`src/rtl/oc8051_fetch_queue_if.sv`:
```
// Fetch-queue bus: ROM address/data, redirect and retire inputs, and the
// 3-byte instruction window handed to the core.
interface oc8051_fetch_queue_if;
  logic [15:0] cxrom_addr;
  logic [31:0] cxrom_data_in;
  logic        pc_load;
  logic [15:0] pc_new;
  logic [1:0]  consume;
  logic [23:0] win_data;
  logic [15:0] win_pc;
  logic [1:0]  win_cnt;

  modport slave (
    output cxrom_addr, win_data, win_pc, win_cnt,
    input  cxrom_data_in, pc_load, pc_new, consume
  );

  modport master (
    input  cxrom_addr, win_data, win_pc, win_cnt,
    output cxrom_data_in, pc_load, pc_new, consume
  );
endinterface

```
`src/rtl/oc8051_fetch_queue.sv`:
```
// oc8051 instruction prefetch: 4-byte ROM fills into a circular byte queue,
// 3-byte window to decode. Define OC8051_FETCH_STATS_EN for fill/flush counters.
module oc8051_fetch_queue #(
  parameter int          QDEPTH   = 8,
  parameter logic [15:0] RESET_PC = 16'h0000
) (
  input  logic                   clk,
  input  logic                   rst,
  oc8051_fetch_queue_if.slave    bus
`ifdef OC8051_FETCH_STATS_EN
  ,
  output logic [31:0]            fill_cnt,
  output logic [15:0]            flush_cnt
`endif
);

  localparam int PW = $clog2(QDEPTH);
  localparam int CW = PW + 1;

  logic [15:0]   fetch_addr;
  logic [15:0]   head_pc;
  logic [PW-1:0] rd_ptr;
  logic [PW-1:0] wr_ptr;
  logic [CW-1:0] count;
  logic [7:0]    q [QDEPTH];

  logic [1:0]    win_cnt_c;
  logic [1:0]    cons_eff;
  logic          fill;
  logic [7:0]    win_byte [3];

  function automatic logic [1:0] clamp3(input logic [CW-1:0] n);
    return (n >= CW'(3)) ? 2'd3 : n[1:0];
  endfunction

  function automatic logic [1:0] min2(input logic [1:0] a, input logic [1:0] b);
    return (a < b) ? a : b;
  endfunction

`ifdef OC8051_FETCH_STATS_EN
  function automatic logic [31:0] sat_inc32(input logic [31:0] v);
    return (v == '1) ? v : v + 32'd1;
  endfunction

  function automatic logic [15:0] sat_inc16(input logic [15:0] v);
    return (v == '1) ? v : v + 16'd1;
  endfunction
`endif

  // Fill is judged on pre-consume occupancy so a fill can never overflow.
  always_comb begin
    win_cnt_c = clamp3(count);
    cons_eff  = min2(bus.consume, win_cnt_c);
    fill      = (count <= CW'(QDEPTH - 4));
    for (int i = 0; i < 3; i++) begin
      win_byte[i] = (2'(i) < win_cnt_c) ? q[rd_ptr + PW'(i)] : 8'h00;
    end
  end

  assign bus.cxrom_addr = fetch_addr;
  assign bus.win_pc     = head_pc;
  assign bus.win_cnt    = win_cnt_c;
  assign bus.win_data   = {win_byte[2], win_byte[1], win_byte[0]};

  always_ff @(posedge clk or posedge rst) begin
    if (rst) begin
      fetch_addr <= RESET_PC;
      head_pc    <= RESET_PC;
      rd_ptr     <= '0;
      wr_ptr     <= '0;
      count      <= '0;
    end else if (bus.pc_load) begin
      fetch_addr <= bus.pc_new;
      head_pc    <= bus.pc_new;
      rd_ptr     <= '0;
      wr_ptr     <= '0;
      count      <= '0;
    end else begin
      if (fill) begin
        wr_ptr     <= wr_ptr + PW'(4);
        fetch_addr <= fetch_addr + 16'd4;
      end
      rd_ptr  <= rd_ptr + PW'(cons_eff);
      head_pc <= head_pc + 16'(cons_eff);
      count   <= count + (fill ? CW'(4) : CW'(0)) - CW'(cons_eff);
    end
  end

  // Queue storage carries data only; occupancy alone decides what is valid.
  always_ff @(posedge clk) begin
    if (fill && !bus.pc_load) begin
      for (int k = 0; k < 4; k++) begin
        q[wr_ptr + PW'(k)] <= bus.cxrom_data_in[8*k +: 8];
      end
    end
  end

`ifdef OC8051_FETCH_STATS_EN
  always_ff @(posedge clk or posedge rst) begin
    if (rst) begin
      fill_cnt  <= '0;
      flush_cnt <= '0;
    end else begin
      if (bus.pc_load) flush_cnt <= sat_inc16(flush_cnt);
      else if (fill)   fill_cnt  <= sat_inc32(fill_cnt);
    end
  end
`endif

endmodule

```
`src/flat_wrapper.sv`:
```
// flat-port wrapper written by rule: the top's interface ports become plain ports
module oc8051_fetch_queue_flat 
#(
  parameter int          QDEPTH   = 8,
  parameter logic [15:0] RESET_PC = 16'h0000
)
  (clk, rst, bus_cxrom_addr, bus_win_data, bus_win_pc, bus_win_cnt, bus_cxrom_data_in, bus_pc_load, bus_pc_new, bus_consume);
  oc8051_fetch_queue_if bus_i ();
  input  logic clk;
  input  logic rst;
  output wire logic [$bits(bus_i.cxrom_addr)-1:0] bus_cxrom_addr;
  output wire logic [$bits(bus_i.win_data)-1:0] bus_win_data;
  output wire logic [$bits(bus_i.win_pc)-1:0] bus_win_pc;
  output wire logic [$bits(bus_i.win_cnt)-1:0] bus_win_cnt;
  input wire logic [$bits(bus_i.cxrom_data_in)-1:0] bus_cxrom_data_in;
  input wire logic [$bits(bus_i.pc_load)-1:0] bus_pc_load;
  input wire logic [$bits(bus_i.pc_new)-1:0] bus_pc_new;
  input wire logic [$bits(bus_i.consume)-1:0] bus_consume;
  assign bus_cxrom_addr = bus_i.cxrom_addr;
  assign bus_win_data = bus_i.win_data;
  assign bus_win_pc = bus_i.win_pc;
  assign bus_win_cnt = bus_i.win_cnt;
  assign bus_i.cxrom_data_in = bus_cxrom_data_in;
  assign bus_i.pc_load = bus_pc_load;
  assign bus_i.pc_new = bus_pc_new;
  assign bus_i.consume = bus_consume;
  oc8051_fetch_queue #(.QDEPTH(QDEPTH), .RESET_PC(RESET_PC)) u_core (.clk(clk), .rst(rst), .bus(bus_i));
endmodule
```
`config.mk`:
```
export PLATFORM = sky130hd
export DESIGN_NAME = oc8051_fetch_queue_flat
export DESIGN_NICKNAME = d
export VERILOG_FILES = /design/src/rtl/oc8051_fetch_queue_if.sv /design/src/rtl/oc8051_fetch_queue.sv /design/src/flat_wrapper.sv
export SDC_FILE = /design/constraint.sdc
export NUM_CORES = 1
export LEC_CHECK = 0
export CAP_MARGIN = 10
export CORE_ASPECT_RATIO = 0.7
export CORE_MARGIN = 5
export CORE_UTILIZATION = 35
export CTS_BUF_LIST = sky130_fd_sc_hd__clkbuf_2
export CTS_CLUSTER_SIZE = 40
export DETAILED_ROUTE_END_ITERATION = 8
export GPL_ROUTABILITY_DRIVEN = 0
export PLACE_DENSITY = 0.68
export RECOVER_POWER = 50
export SETUP_SLACK_MARGIN = 0.15
export SYNTH_ARGS = -nofsm -noshare
export SYNTH_HDL_FRONTEND = slang
export SYNTH_SLANG_ARGS = --single-unit
```
`constraint.sdc`:
```
create_clock -name clk -period 8.2 [get_ports clk]
set_input_delay 1.23 -clock clk [delete_from_list [all_inputs] [get_ports clk]]
set_output_delay 1.23 -clock clk [all_outputs]
set_load 0.02 [all_outputs]
```
==> metrics.cfg, run 1 <==
[pwr]
power_frac_comb_pct = 57.9
p_sw_share_pct = 42.5
p_seq_share_pct = 33.3
p_leak_nw = 2.77
clock_power_share_pct = 8.8
intPower_mw = 1.51
peakVddDrop_mv = 0.151
p_sw_mw = 1.12
powerDensity_mw_per_mm2 = 346

[layout]
nets = 662
layout_common_cells = clkdlybuf4s50_1 (100), nand2_1 (84), edfxtp_1 (64), mux2_2 (43), mux4_2 (41)
final_cell_count_no_fill = 833
area_growth_syn_to_layout_pct = 21.4
multi_input_area_mm2 = 0.00305
drive_gt1_share_pct = 18.6
regArea_mm2 = 0.00292
final_common_cell = clkdlybuf4s50_1
num-fill-cells = 1589

[synth]
avgSynthCellArea_um2 = 12.2
synth_cell_types = 46
synth_ff_type = edfxtp_1
syn_nets = 576
synth_edf_count = 64
netlist_instances = 510
ys_ff_latch = 104
ys_async_sr_fraction_pct = 38.5
syn_area_mm2 = 0.00625
ys_warn_count = 0
ys_seq_area_share_pct = 46.8

[placed_design]
dpl.cell_count = 816
io_buffer_count = 110
hpwl_um = 11600

[clock_network]
clockBufferDepth = 2
cts_buffers = 9
cts_root_buf = clkbuf_2
htreeDepth = 3
hold_buffers = 0
clkLatencyLatePin_ns = 0.63
post_cts_buffers = 0
clock_sink_count = 104
cts_resized = 0
clk_pin_slew_ns = 0.28
cts_tree = done

[global_route]
gr-total-overflow = 0
antenna_found_initial = 1
grt_pass1_wl_um = 24600
grt_pass1_vias = 4401
grtUsageTotal_pct = 15.4
grt_max_degree = 57

[worst_setup_path]
critPathMaxFanout = 47
startpoint_type = flop
endpoint_kind = output pin
worstPathArrival_ns = 3.72
criticalPathCategory = reg2out
critPathRequiredTime_ns = 6.97
reg2reg_depth = 11

[sta]
max_freq_mhz = 202
setup_viol = 0
period_share_pct = 60.4
rsz0062_at_grt = false
slew_viol_final = 131
slew_headroom_pct = -73.6
tightest_slew_ns = 2.60
min_period_ns = 4.95
tns_ns = 0
clock_skew_ns = 0.0430
hold_violations = 0

[drt]
wl_um = 15700
ant_nets = 0
highest_layer = met4
drc = 0
drtPass1Iterations = 5
via_count = 4416
drt_iter0_markers = 327
dr_wl_met2_um = 7130
vias_per_cell = 5.30
drt-met1-wl_um = 7170
routedWlPerCell_um = 18.9
met3_length_um = 894

[floorplanning]
dieArea_mm2 = 0.0207
die_h_um = 122
pin_count = 111
core.rowCount = 40
die_w_um = 170
coreArea_mm2 = 0.0174
start_util_pct = 36.0

[run_status]
status = complete, but fails checks
violations = max-capacitance violations, max-slew violations

[job]
cap_violations = 3

[worst_hold_path]
min_path_type = reg2reg
hold_depth = 2

[flip-flops by register name, summed over array words and instances (netlist names)]
name,cells
u_core.count,4
u_core.q,64
u_core.bus.win_pc,16
u_core.wr_ptr,1
u_core.rd_ptr,3
u_core.bus.cxrom_addr,16
[cell families after synthesis]
group / after synthesis / share of synthesized area (%)
buffers and inverters: 64 / 4.19
and+or+nand+nor: 163 / 12.6
AOI/OAI and AO/OA: 33 / 3.50
muxes: 109 / 26.6
adders and majority gates: 13 / 2.96
xor gates and xnor gates: 24 / 3.36
DFF: 104 / 46.8
[metal layers]
layer  global-route usage, %  up-vias
met5                       0        -
met4                    6.99        0
met3                    3.21       31
met2                    23.5      149
met1                    21.2     2186
li1                        -     2050
[power groups by stage]
stage	Clock [mW]	Sequential, mW	Combinational (mW)
2_1_floorplan	0	0.875	0.979
3_3_place_gp	0	0.876	1.51
3_5_place_dp	0	0.886	1.55
4_1_cts	0.242	0.873	1.55
5_1_grt	0.264	0.894	1.65
6_report	0.231	0.875	1.52
[layout make-up]
class                   instances  area share, %
clock inverters                 7          0.808
multi-input cells             342           40.2
inverters                      20          0.990
clock buffers                   9          0.594
flip-flops and latches        104           38.5
well taps                     231           3.81
repair buffers                119           15.0
diodes                          1         0.0330
[cell usage after synthesis, drive strengths merged (2+ instances only)]
library cell	instances	area, um^2
inv	19	71.3
nand2	84	315
mux2	44	495
and4	2	17.5
o21ai	4	20.0
buf	21	100
o31a	4	35.0
nand3	6	30.0
nor2	23	86.3
nor4	9	62.6
nor3	9	45.0
mux4	41	923
xor2	15	131
mux2i	24	240
or2	2	12.5
a21oi	13	65.1
fa	3	60.1
o21a	3	22.5
a221oi	2	17.5
nand2b	4	25.0
nand4	6	43.8
clkbuf	23	86.3
a211oi	3	27.5
dfrtp	40	1000
edfxtp	64	1920
nor2b	7	43.8
xnor2	9	78.8
nor4b	5	58.8
or4	2	15.0
ha	10	125
[critical path: stages (launching register included)]
cell,delay [ns]
dfrtp_2,0.41
buf_4,0.55
ha_1,0.77
mux4_2,0.34
nand2_1,0.06
a21oi_1,0.26
clkdlybuf4s50_1,0.66
[worst paths after layout]
| kind | start | to | slack, ns |
|---|---|---|---|
| setup / recovery | u_core.rd_ptr[0] | bus_win_data[8] | 3.25 |
| hold / removal | u_core.bus.cxrom_addr[1] | u_core.bus.cxrom_addr[1] | 0.54 |
| setup reg to reg | u_core.count[3] | u_core.bus.win_pc[12] | 4.50 |
| hold reg to reg | u_core.bus.cxrom_addr[1] | u_core.bus.cxrom_addr[1] | 0.54 |
| max in group asynchronous | rst | u_core.rd_ptr[0] | 4.94 |
| min in group asynchronous | rst | u_core.wr_ptr[2] | 1.83 |
[per-stage QoR]
stage	area, um^2	setup slack [ns]	hold WS [ns]	utilization (%)	power, mW
after floorplan	6250	4.98	0.564	-	1.85
after global placement	7530	4.05	0.515	43.4	2.39
after detailed placement	7530	3.96	0.518	43.4	2.43
after CTS	7640	3.17	0.547	44.0	2.67
after global routing	7590	2.99	0.574	43.7	2.81
final	7590	3.25	0.544	43.7	2.63
(Power assumes the default switching activity.)
==> run 2, diff against run 1 <==
--- a/config.mk
+++ b/config.mk
@@ -13,7 +13,7 @@
 export CTS_CLUSTER_SIZE = 40
 export DETAILED_ROUTE_END_ITERATION = 8
 export GPL_ROUTABILITY_DRIVEN = 0
-export PLACE_DENSITY = 0.68
+export PLACE_DENSITY = 0.7
 export RECOVER_POWER = 50
 export SETUP_SLACK_MARGIN = 0.15
 export SYNTH_ARGS = -nofsm -noshare
==> constraint.sdc (replaced) <==
create_clock -name clk -period 4.1 [get_ports clk]
set_input_delay 0.615 -clock clk [delete_from_list [all_inputs] [get_ports clk]]
set_output_delay 0.615 -clock clk [all_outputs]
set_load 0.02 [all_outputs]
==> metrics.cfg, run 2 (same netlist as run 1, synthesis figures left out) <==
[run_status]
status = complete, but fails checks
violations = max-capacitance violations, max-slew violations

[drt]
drc = 0  ; unchanged
vias_per_cell = 5.30  ; about the same
met3_length_um = 895  ; +0.11%
via_count = 4452  ; +0.82%
drt-met1-wl_um = 6850  ; -4.5%
wl_um = 15700  ; about the same
drt_iter0_markers = 365  ; +12%
routedWlPerCell_um = 18.7  ; -0.78%
drtPass1Iterations = 5  ; unchanged
highest_layer = met4
dr_wl_met2_um = 7680  ; +7.7%
ant_nets = 0  ; unchanged

[worst_setup_path]
criticalPathCategory = reg2out
critPathMaxFanout = 46  ; -2.1%
worstPathArrival_ns = 3.02  ; -0.70 ns
reg2reg_depth = 11  ; unchanged
critPathRequiredTime_ns = 3.48  ; -3.49 ns
endpoint_kind = output pin
startpoint_type = flop
rrSetupSlack_ns = 0.85  ; -3.65 ns

[global_route]
grtUsageTotal_pct = 15.5  ; +0.045 points
grt_pass1_vias = 4578  ; +4.0%
gr-total-overflow = 0  ; unchanged
grt_max_degree = 56  ; -1.8%
grt_pass1_wl_um = 25000  ; +1.5%
antenna_found_initial = 1  ; unchanged

[clock_network]
cts_root_buf = clkbuf_2
cts_buffers = 9  ; unchanged
htreeDepth = 3  ; unchanged
cts_tree = done
hold_buffers = 0  ; unchanged
clk_pin_slew_ns = 0.31  ; +0.03 ns
post_cts_buffers = 0  ; unchanged
clkLatencyLatePin_ns = 0.61  ; -0.02 ns
clock_sink_count = 104  ; unchanged
clockBufferDepth = 2  ; unchanged

[pwr]
p_leak_nw = 2.81  ; +1.6%
finalPower_mw = 5.33  ; +100%
peakVddDrop_mv = 0.247  ; +64%
powerDensity_mw_per_mm2 = 696  ; +100%

[sta]
period_share_pct = 88.8
rsz0062_at_grt = false
hold_violations = 0  ; unchanged
slew_headroom_pct = -67.6  ; +6.0 points
tns_ns = 0  ; unchanged
max_freq_mhz = 275
min_period_ns = 3.64
slew_viol_final = 97  ; -26%
clock_skew_ns = 0.0401  ; -0.00291 ns
tightest_slew_ns = 2.51  ; -0.0901 ns
setup_viol = 0  ; unchanged

[worst_hold_path]
min_path_type = in2reg
hold_depth = 3  ; +1

[layout]
stdcell_area_mm2 = 0.00765  ; +0.89%
final_common_cell = clkdlybuf4s50_1
nets = 669  ; +1.1%
largest_reg_flops = 64  ; unchanged
layout_common_cells = clkdlybuf4s50_1 (93), nand2_1 (84), edfxtp_1 (64), mux2_2 (44), mux4_2 (41)
area_growth_syn_to_layout_pct = 22.5
largest_register = u_core.q
drive_gt1_share_pct = 20.1  ; +1.4 points

[placed_design]
place_area_mm2 = 0.00759  ; +0.70%
hpwl_um = 11600  ; +0.32%
io_buffer_count = 110  ; unchanged

[floorplanning]
pin_count = 111  ; unchanged
die_h_um = 122  ; unchanged
coreArea_mm2 = 0.0174  ; unchanged
die_w_um = 170  ; unchanged
core.rowCount = 40  ; unchanged
dieArea_mm2 = 0.0207  ; unchanged
start_util_pct = 36.0  ; unchanged

[job]
cap_violations = 2  ; -1

[run 2: repair_timing]
| action | 4_1_cts | 5_1_grt |
|---|---|---|
| gates resized for setup | 0 | 3 |
| endpoints found under the hold margin | 0 | 0 |
| setup endpoints to repair | 0 | 9 |
[run 2: path summary, 6_finish.rpt]
kind                                     startpoint                        to
setup / recovery                   u_core.rd_ptr[0]           bus_win_data[5]
hold / removal                        bus_pc_new[4]      u_core.bus.win_pc[4]
setup reg to reg                    u_core.count[2]     u_core.bus.win_pc[12]
hold reg to reg            u_core.bus.cxrom_addr[1]  u_core.bus.cxrom_addr[1]
max in group asynchronous                       rst          u_core.rd_ptr[0]
min in group asynchronous                       rst  u_core.bus.cxrom_addr[1]
[run 2: metrics by stage]
step	instances	hold WS (ns)	utilization [%]	worst slack, ns
2_1_floorplan	510	0.564	-	1.08
3_3_place_gp	823	0.514	43.7	0.909
3_5_place_dp	823	0.535	43.7	0.863
4_1_cts	839	0.318	44.3	0.189
5_1_grt	840	0.480	44.1	0.234
6_report	840	0.533	44.1	0.460
[run 2: where the power goes]
part           switching (mW)  internal [mW]
logic                    1.60           1.49
clock network           0.380          0.101
registers               0.272           1.48
[run 2: cell type report]
class	instances	area, um^2
Antenna cell	1	2.50
Clock buffer	9	45.0
Clock inverter	7	68.8
Fill cell	1581	9710
Inverter	20	75.1
Multi-Input combinational cell	342	3050
Sequential cell	104	2930
Tap cell	231	289
Timing Repair Buffer	126	1200
[run 2: critical path, cell delays in order, from the launching register on]
cell	delay [ns]
dfrtp_2	0.44
buf_6	0.41
mux2i_1	0.18
mux2_2	0.29
or2_2	0.27
a21oi_1	0.17
clkdlybuf4s50_1	0.64
[run 2: routing by layer]
layer	global-route usage [%]	up-vias
li1	-	2046
met1	21.0	2240
met2	25.4	142
met3	2.79	24
met4	4.58	0
met5	0	-
